===== src/rtl/alu_control_mdu.sv =====
// Execute-stage decoder: maps instruction class + func3/func7 to the base ALU opcode and
// runs RV M-extension ops on an iterative radix-2 multiply/divide engine that stalls the pipe.
module alu_control_mdu #(
    parameter int XLEN       = 32,
    parameter bit MDU_ENABLE = 1'b1
) (
    input  logic            clk,
    input  logic            reset,
    input  logic [1:0]      aluControl,
    input  logic [2:0]      func3,
    input  logic [6:0]      func7,
    input  logic            inValid,
    input  logic            flush,
    input  logic [XLEN-1:0] operandA,
    input  logic [XLEN-1:0] operandB,
    output logic [3:0]      aluControlOut,
    output logic            isMdu,
    output logic            mduStall,
    output logic            mduValid,
    output logic [XLEN-1:0] mduResult
);

    localparam logic [1:0] LOAD_STORE = 2'b00;
    localparam logic [1:0] B_TYPE     = 2'b01;
    localparam logic [1:0] R_TYPE     = 2'b10;
    localparam logic [1:0] I_TYPE     = 2'b11;
    localparam int         CW         = (XLEN > 1) ? $clog2(XLEN) : 1;

    typedef enum logic [1:0] {IDLE, CALC, DONE} state_t;

    state_t          state, next_state;
    logic [2:0]      op;
    logic            sign_a, sign_b;
    logic [CW-1:0]   count;
    logic [XLEN-1:0] acc_hi, acc_lo, addend;

    logic            start, last_step, a_signed, b_signed, in_sign_a, in_sign_b;
    logic [XLEN-1:0] mag_a, mag_b, special_result, final_result;
    logic            div_by_zero, overflow, special;
    logic [XLEN:0]   mul_sum, div_shift, div_diff;
    logic [XLEN-1:0] next_hi, next_lo;
    logic [2*XLEN-1:0] product, product_fix;

    assign isMdu     = MDU_ENABLE && (aluControl == R_TYPE) && (func7 == 7'b0000001);
    assign start     = (state == IDLE) && inValid && isMdu && !flush;
    assign last_step = (count == CW'(XLEN - 1));

    // Operand preparation at accept time: signedness per func3, magnitudes, and special cases.
    assign a_signed    = !func3[0] || (func3 == 3'b001);
    assign b_signed    = (func3 == 3'b000) || (func3 == 3'b001) || (func3 == 3'b100) || (func3 == 3'b110);
    assign in_sign_a   = a_signed && operandA[XLEN-1];
    assign in_sign_b   = b_signed && operandB[XLEN-1];
    assign mag_a       = in_sign_a ? -operandA : operandA;
    assign mag_b       = in_sign_b ? -operandB : operandB;
    assign div_by_zero = (operandB == '0);
    assign overflow    = ((func3 == 3'b100) || (func3 == 3'b110)) &&
                         (operandA == {1'b1, {(XLEN-1){1'b0}}}) && (operandB == '1);
    assign special     = func3[2] && (div_by_zero || overflow);

    always_comb begin
        special_result = '0;
        if (div_by_zero)
            special_result = func3[1] ? operandA : '1;
        else
            special_result = func3[1] ? '0 : operandA;
    end

    // One iteration: shift-add multiply on {acc_hi,acc_lo}, or restoring divide (rem in hi, quotient in lo).
    always_comb begin
        mul_sum   = {1'b0, acc_hi} + (acc_lo[0] ? {1'b0, addend} : '0);
        div_shift = {acc_hi, acc_lo[XLEN-1]};
        div_diff  = div_shift - {1'b0, addend};
        if (op[2]) begin
            next_hi = div_diff[XLEN] ? div_shift[XLEN-1:0] : div_diff[XLEN-1:0];
            next_lo = {acc_lo[XLEN-2:0], !div_diff[XLEN]};
        end else begin
            next_hi = mul_sum[XLEN:1];
            next_lo = {mul_sum[0], acc_lo[XLEN-1:1]};
        end
    end

    always_comb begin
        product      = {next_hi, next_lo};
        product_fix  = (sign_a ^ sign_b) ? -product : product;
        final_result = '0;
        case (op)
            3'b000:         final_result = product_fix[XLEN-1:0];
            3'b001, 3'b010,
            3'b011:         final_result = product_fix[2*XLEN-1:XLEN];
            3'b100, 3'b101: final_result = (sign_a ^ sign_b) ? -next_lo : next_lo;
            default:        final_result = sign_a ? -next_hi : next_hi;
        endcase
    end

    always_ff @(posedge clk or posedge reset) begin
        if (reset)
            state <= IDLE;
        else
            state <= next_state;
    end

    always_comb begin
        next_state = state;
        case (state)
            IDLE:    if (start) next_state = special ? DONE : CALC;
            CALC:    if (flush) next_state = IDLE;
                     else if (last_step) next_state = DONE;
            default: next_state = IDLE;
        endcase
    end

    always_comb begin
        mduStall      = start || (state == CALC);
        aluControlOut = 4'b0000;
        if (!isMdu) begin
            case (aluControl)
                LOAD_STORE: aluControlOut = 4'b0010;
                B_TYPE:     aluControlOut = 4'b0110;
                R_TYPE, I_TYPE: begin
                    case (func3)
                        3'b000:  aluControlOut = (aluControl == R_TYPE && func7 == 7'b0100000) ? 4'b0110 : 4'b0010;
                        3'b111:  aluControlOut = 4'b0000;
                        3'b110:  aluControlOut = 4'b0001;
                        3'b100:  aluControlOut = 4'b1000;
                        3'b001:  aluControlOut = 4'b1001;
                        3'b101:  aluControlOut = (func7 == 7'b0100000) ? 4'b1011 : 4'b1010;
                        3'b010:  aluControlOut = 4'b0111;
                        3'b011:  aluControlOut = 4'b1100;
                        default: aluControlOut = 4'b0000;
                    endcase
                end
                default:    aluControlOut = 4'b0000;
            endcase
        end
    end

    always_ff @(posedge clk or posedge reset) begin
        if (reset) begin
            op        <= '0;
            sign_a    <= 1'b0;
            sign_b    <= 1'b0;
            count     <= '0;
            acc_hi    <= '0;
            acc_lo    <= '0;
            addend    <= '0;
            mduValid  <= 1'b0;
            mduResult <= '0;
        end else begin
            mduValid <= (next_state == DONE);
            if (start) begin
                op     <= func3;
                sign_a <= in_sign_a;
                sign_b <= in_sign_b;
                count  <= '0;
                acc_hi <= '0;
                acc_lo <= func3[2] ? mag_a : mag_b;
                addend <= func3[2] ? mag_b : mag_a;
                if (special)
                    mduResult <= special_result;
            end else if (state == CALC && !flush) begin
                acc_hi <= next_hi;
                acc_lo <= next_lo;
                count  <= count + 1'b1;
                if (last_step)
                    mduResult <= final_result;
            end
        end
    end

endmodule


===== config.mk =====
export PLATFORM = sky130hd
export DESIGN_NAME = alu_control_mdu
export DESIGN_NICKNAME = d
export VERILOG_FILES = /design/src/rtl/alu_control_mdu.sv
export SDC_FILE = /design/constraint.sdc
export NUM_CORES = 1
export LEC_CHECK = 0
export BUFFER_PORTS_ARGS = -buffer_cell sky130_fd_sc_hd__buf_2
export CELL_PAD_IN_SITES_DETAIL_PLACEMENT = 1
export CELL_PAD_IN_SITES_GLOBAL_PLACEMENT = 1
export CORE_ASPECT_RATIO = 2
export CORE_MARGIN = 1.5
export CORE_UTILIZATION = 46
export CTS_CLUSTER_SIZE = 40
export DETAILED_ROUTE_END_ITERATION = 6
export PLACE_DENSITY_LB_ADDON = 0.1
export SLEW_MARGIN = 20
export SYNTH_ARGS = -nofsm -noshare
export SYNTH_HDL_FRONTEND = slang
export SYNTH_SLANG_ARGS = --single-unit
export TNS_END_PERCENT = 20

===== constraint.sdc =====
create_clock -name clk -period 6.8 [get_ports clk]
set_input_delay 0.68 -clock clk [delete_from_list [all_inputs] [get_ports clk]]
set_output_delay 0.68 -clock clk [all_outputs]
set_load 0.02 [all_outputs]

### After elaboration in Yosys (flattened, before gate mapping)

Index checks and enable logic that the tools add are counted.

| word-level totals | value |
|---|---|
| input port bits | 80 |
| register bits | 141 |

| operators by class | value |
|---|---|
| add/subtract/negate cells | 8 |
| equality and inequality tests | 23 |
| bitwise logic cells | 1 |
| multiplexer cells | 35 |
| reductions and logical operators | 32 |

Operator list:

| cell | number |
|---|---|
| 2-to-1 mux 32 bit | 21 |
| negator 32 bit | 4 |
| case mux 32 bit (3 select lines) | 1 |
| equality test 32 bit (second input constant) | 2 |
| 2-to-1 mux 64 bit | 1 |
| negator 64 bit | 1 |
| adder 32 x 32 -> 33 bit | 1 |
| subtractor 33 x 32 -> 33 bit | 1 |
| zero test 32 bit | 1 |
| case mux 4 bit (8 select lines) | 1 |
| equality test 3 bit (second input constant) | 6 |
| equality test 3 x 2 -> 1 bit (second input constant) | 4 |
| case mux 4 bit (3 select lines) | 1 |
| logical AND 1 bit | 11 |
| 2-to-1 mux 5 bit | 2 |
| 2-to-1 mux 2 bit | 4 |
| equality test 7 x 1 -> 1 bit (second input constant) | 1 |
| equality test 7 x 6 -> 1 bit (second input constant) | 1 |
| logical OR 1 bit | 7 |
| equality test 2 bit (second input constant) | 3 |
| equality test 3 x 1 -> 1 bit (second input constant) | 2 |
| zero test 3 bit | 2 |
| adder 5 x 1 -> 5 bit (second input constant) | 1 |
| equality test 5 bit (second input constant) | 1 |
| other kinds (13) | 19 |

### Logic depth before layout (Yosys ltp)

| logic depth | value |
|---|---|
| depth after elaboration | 10 |
| gate-level depth with buffers | 23 |

### Worst setup path before layout

No wires, ideal clock.

| timing | value |
|---|---|
| path type | reg2reg |
| from | register op[2] |
| to | register mduResult[30] |
| setup slack | 1.289 ns |
| cell stages (with the launch flop) | 20 |
| arrival | 5.385 ns |
| path through | dfrtp_1 clkbuf_1 clkbuf_1 buf_2 clkbuf_1 buf_1 clkbuf_1 buf_1 mux2i_1 ha_1 o211ai_1 or4_1 nor3_1 and2_0 and4b_1 nand4b_1 o31ai_1 xnor2_1 a221oi_2 o21ai_1 |

| on the way | value |
|---|---|
| longest elaborated chain between the ends | 7 |

RTL lines:

| what | line | RTL |
|---|---|---|
| start, declared | 32 | `logic [2:0] op;` |
| start signal, assigned | 151 | `op <= func3;` |
| 2-to-1 mux 32 bit | 73 | `if (op[2]) begin` |
| negator 64 bit (tied with other cells) | 84 | `product_fix = (sign_a ^ sign_b) ? -product : product;` |
| 2-to-1 mux 64 bit (tied with other cells) | 84 |  |
| case mux 32 bit (3 select lines) (*) | 86 | `case (op)` |
| 2-to-1 mux 32 bit (*) | 164 | `if (last_step)` |
| 2-to-1 mux 32 bit (*) | 160 | `end else if (state == CALC && !flush) begin` |
| 2-to-1 mux 32 bit (*) | 150 | `if (start) begin` |
| end signal, assigned | 159 | `mduResult <= special_result;` |
| end signal, assigned | 165 | `mduResult <= final_result;` |
| end, declared | 20 | `output logic [XLEN-1:0] mduResult` |

Every way passes the cells marked *; elsewhere a longest branch is shown, timed or not. The select of a mux whose other input is x is not followed.
A chain may end at the register's enable or synchronous reset.

### Final worst setup path

| timing | value |
|---|---|
| from | register acc_lo[31] |
| to | register mduResult[30] |

| on the way | value |
|---|---|
| longest elaborated chain between the ends | 9 |

RTL lines:

| what | line | RTL |
|---|---|---|
| start, declared | 35 | `logic [XLEN-1:0] acc_hi, acc_lo, addend;` |
| start signal, assigned | 156 | `acc_lo <= func3[2] ? mag_a : mag_b;` |
| start signal, assigned | 162 | `acc_lo <= next_lo;` |
| subtractor 33 x 32 -> 33 bit | 72 | `div_diff = div_shift - {1'b0, addend};` |
| 2-to-1 mux 32 bit or zero test 1 bit (tied branches) | 74, 75 |  |
| 2-to-1 mux 32 bit | 73 |  |
| negator 64 bit (tied with other cells) | 84 |  |
| 2-to-1 mux 64 bit (tied with other cells) | 84 |  |
| case mux 32 bit (3 select lines) (*) | 86 |  |
| 2-to-1 mux 32 bit (*) | 164 |  |
| 2-to-1 mux 32 bit (*) | 160 |  |
| 2-to-1 mux 32 bit (*) | 150 |  |

Marked as above.

==> results.toml <==
[sta]
worst_slew_pin_slew_ns = 1.20
fin_crit_ns = 6.41
fmax_mhz = 156
fin_ws_ns = 0.388
setup_viol = 0
slew-limit-headroom = 0.197
rsz0062_at_grt = "false"
fin_skew_ns = 0.00857
hold_viol_final = 0
drv_slew = 0
fin_hold_ws_ns = 0.354
fin_tns_setup_ns = 0
period_share = 0.943

[setup_path]
critPathArrivalTime_ns = 6.75
crit_path_end_kind = "register"
r2r_cells = 21
cp_max_fo = 12
start_kind = "register"
required_ns = 7.14
crit_type = "reg2reg"

[finish]
register_area_um2 = 3530
final_util = 0.513
area_growth_syn_to_layout_pct = 9.75
layout-drive-gt1-share = 0.113
multi_input_area_um2 = 11800
fin_nets = 2397
num-fill-cells = 4475

[die]
initial_core_util = 0.468
io_pins = 119
die_w_um = 135
std_cell_rows = 96
die_h_um = 267
core_um2 = 34400
die-area_um2 = 36100

[cts]
cts_made_buffers = 17
cts_num_sinks = 141
clk_pin_slew_worst_paths_ns = 0.06
ctsRootBufferMaster = "clkbuf_16"
hold_buffers = 0
insertion_delay_ns = 0.46
cts_max_level = 4
cts_buffer_depth = 2
cts_tree = "yes"

[drt]
wl_per_cell_um = 29.2
ant_nets = 0
drcViolationCount = 0
routed-via-count = 18111
wirelength_um = 78800
avgViaCountPerCell = 6.71
drtPass1Iterations = 5
dr.first_iter.drc_count = 1061

[global_route]
grt_usage = 0.439
antenna_found_initial = 2
grt_max_degree = 92
gr-total-overflow = 0
grt_pass1_wl_um = 116000
grt_pass1_vias = 18944

[logic_synthesis]
synth_ff_type = "dfrtp_1"
synth_area_leaders = "dfrtp_1 (22%), nand2_1 (6.5%), a21oi_1 (6.2%)"
syn_nets = 2356
synth_area_um2 = 16100
synthCells = 2203
async_flop_share = 1.00
synth_edf_count = 0
yosysSeqAreaShare = 0.220
yosys.area.top_type = "dfrtp_1"
ys.warnings.count = 0
synth_top_area_share = 0.220
synth-seq-cells = 141
synth_cell_type_count = 90
syn_avg_cell_area_um2 = 7.30

[placement]
hpwl_um = 61700
portBuffers = 118
routabilityCongestion = 1.02
place_ws_ns = 0.638

[power]
powerDensity_nw_per_um2 = 217
ir_drop_mv = 0.176
p_total_mw = 3.83
p_leak_nw = 7.70

[run_status]
status = "finished, final reports clean"

[hold_path]
holdCritPathClass = "in2async"

[run]
cap_viol_max_count = 0
## critical path, cell delays in order (launching register included)
cell       delay [ns]
dfrtp_1          0.39
inv_1            0.12
ha_1             0.18
inv_1            0.06
fa_1             0.43
a211oi_1         0.30
o211ai_1         0.24
a211o_1          0.44
and4_4           0.26
a2111oi_2        0.59
buf_4            0.41
nand2b_1         0.17
nand3b_1         0.24
ha_1             0.23
o21ai_0          0.12
nor3_1           0.38
and2_1           0.27
nand4b_1         0.51
o31ai_1          0.47
xnor2_1          0.13
a221oi_2         0.25
o21ai_1          0.10
## state kept, by name (all words and copies together) (netlist names)
| register | cells |
|---|---|
| mduValid | 1 |
| count | 5 |
| state | 2 |
| mduResult | 32 |
| acc_hi | 32 |
| sign_a | 1 |
| addend | 32 |
| acc_lo | 32 |
| op | 3 |
| sign_b | 1 |
## cell usage after synthesis (13+ instances only)
cell	n
or3_1	23
inv_1	57
o21a_1	17
dfrtp_1	141
nor2_1	176
o21ai_0	199
a21oi_1	199
nor3_1	56
xor2_1	75
a221oi_1	16
xnor2_1	84
o221ai_1	28
o21ai_1	13
nand4_1	27
nand2_1	280
a31oi_1	36
nand2b_1	13
a211oi_1	23
ha_1	71
clkbuf_1	122
mux2i_1	53
o31ai_1	25
o211ai_1	41
and2_1	49
a21o_1	24
buf_1	16
nand3_1	74
and3_1	18
nor4_1	18
maj3_1	18
## what timing repair did
item | 4_1_cts | 5_1_grt
endpoints found under the setup margin | 0 | 2
gates resized for setup | 0 | 1
buffers inserted | 0 | 0
## area by class of cell
cell class | instances | area share
Antenna cell | 2 | 0.000284
Clock inverter | 11 | 0.00539
Tap cell | 441 | 0.0313
Multi-Input combinational cell | 1855 | 0.669
Timing Repair Buffer | 171 | 0.0562
Sequential cell | 141 | 0.200
Inverter | 58 | 0.0126
Clock buffer | 20 | 0.0253
## placed cells by master (no fill, tap or decap), drive strengths merged, types with 9 or more instances in the layout
master and count:
nand2 280, o21ai 212, a21oi 199, nor2 177
buf 171, dfrtp 141, xnor2 84, nand3 76
xor2 75, ha 71, inv 59, nor3 57
mux2i 53, and2 52, o211ai 41, a31oi 36
o221ai 28, nand4 27, o31ai 27, a211oi 26
a21o 24, or3 23, a221oi 21, nor4 20
clkbuf 20, and3 18, maj3 18, o21a 17
nand2b 13, nor2b 12, a221o 11, or4 11
a211o 10, o22ai 10, o41ai 10, or2 9
## through the flow
| stage | std cells | area, µm² |
|---|---|---|
| 2_1_floorplan | 2203 | 16100 |
| 3_3_place_gp | 2666 | 17100 |
| 3_5_place_dp | 2666 | 17100 |
| 4_1_cts | 2697 | 17600 |
| 5_1_grt | 2698 | 17600 |
| 6_report | 2699 | 17600 |
## layer usage
metal	track usage	part of all wire	vias to the layer above
met5	0	0.00017	-
met4	0.455	0.13	2
met3	0.0873	0.055	361
met2	0.769	0.49	726
met1	0.406	0.33	8841
li1	-	-	8181
## power by group
| part | leakage [nW] | switching (mW) | internal, mW |
|---|---|---|---|
| logic | 5.65 | 1.29 | 0.636 |
| clock network | 0.262 | 0.415 | 0.508 |
| registers | 1.79 | 0.0892 | 0.899 |
| total | 7.70 | 1.79 | 2.04 |
## kinds of logic after synthesis
logic type | count (synthesis) | share of synthesized area
AOI/OAI and AO/OA | 736 | 0.295
xor gates and xnor gates | 159 | 0.0866
buffers and inverters | 207 | 0.0504
adders and majority gates | 91 | 0.0690
muxes | 59 | 0.0372
and+or+nand+nor | 810 | 0.242
DFF | 141 | 0.220
## path summary, 6_finish.rpt
| path | to | from | slack [ns] |
|---|---|---|---|
| worst min register to register | mduResult[1] | mduResult[1] | 0.48 |
| min in group clk | mduResult[1] | mduResult[1] | 0.48 |
| worst min-delay path | mduResult[29] | reset | 0.35 |
| worst max register to register | mduResult[30] | acc_lo[31] | 0.39 |
| worst max-delay path | mduResult[30] | acc_lo[31] | 0.39 |
| max in group asynchronous | op[2] | reset | 4.91 |
Power figures use the tool's default switching activity.
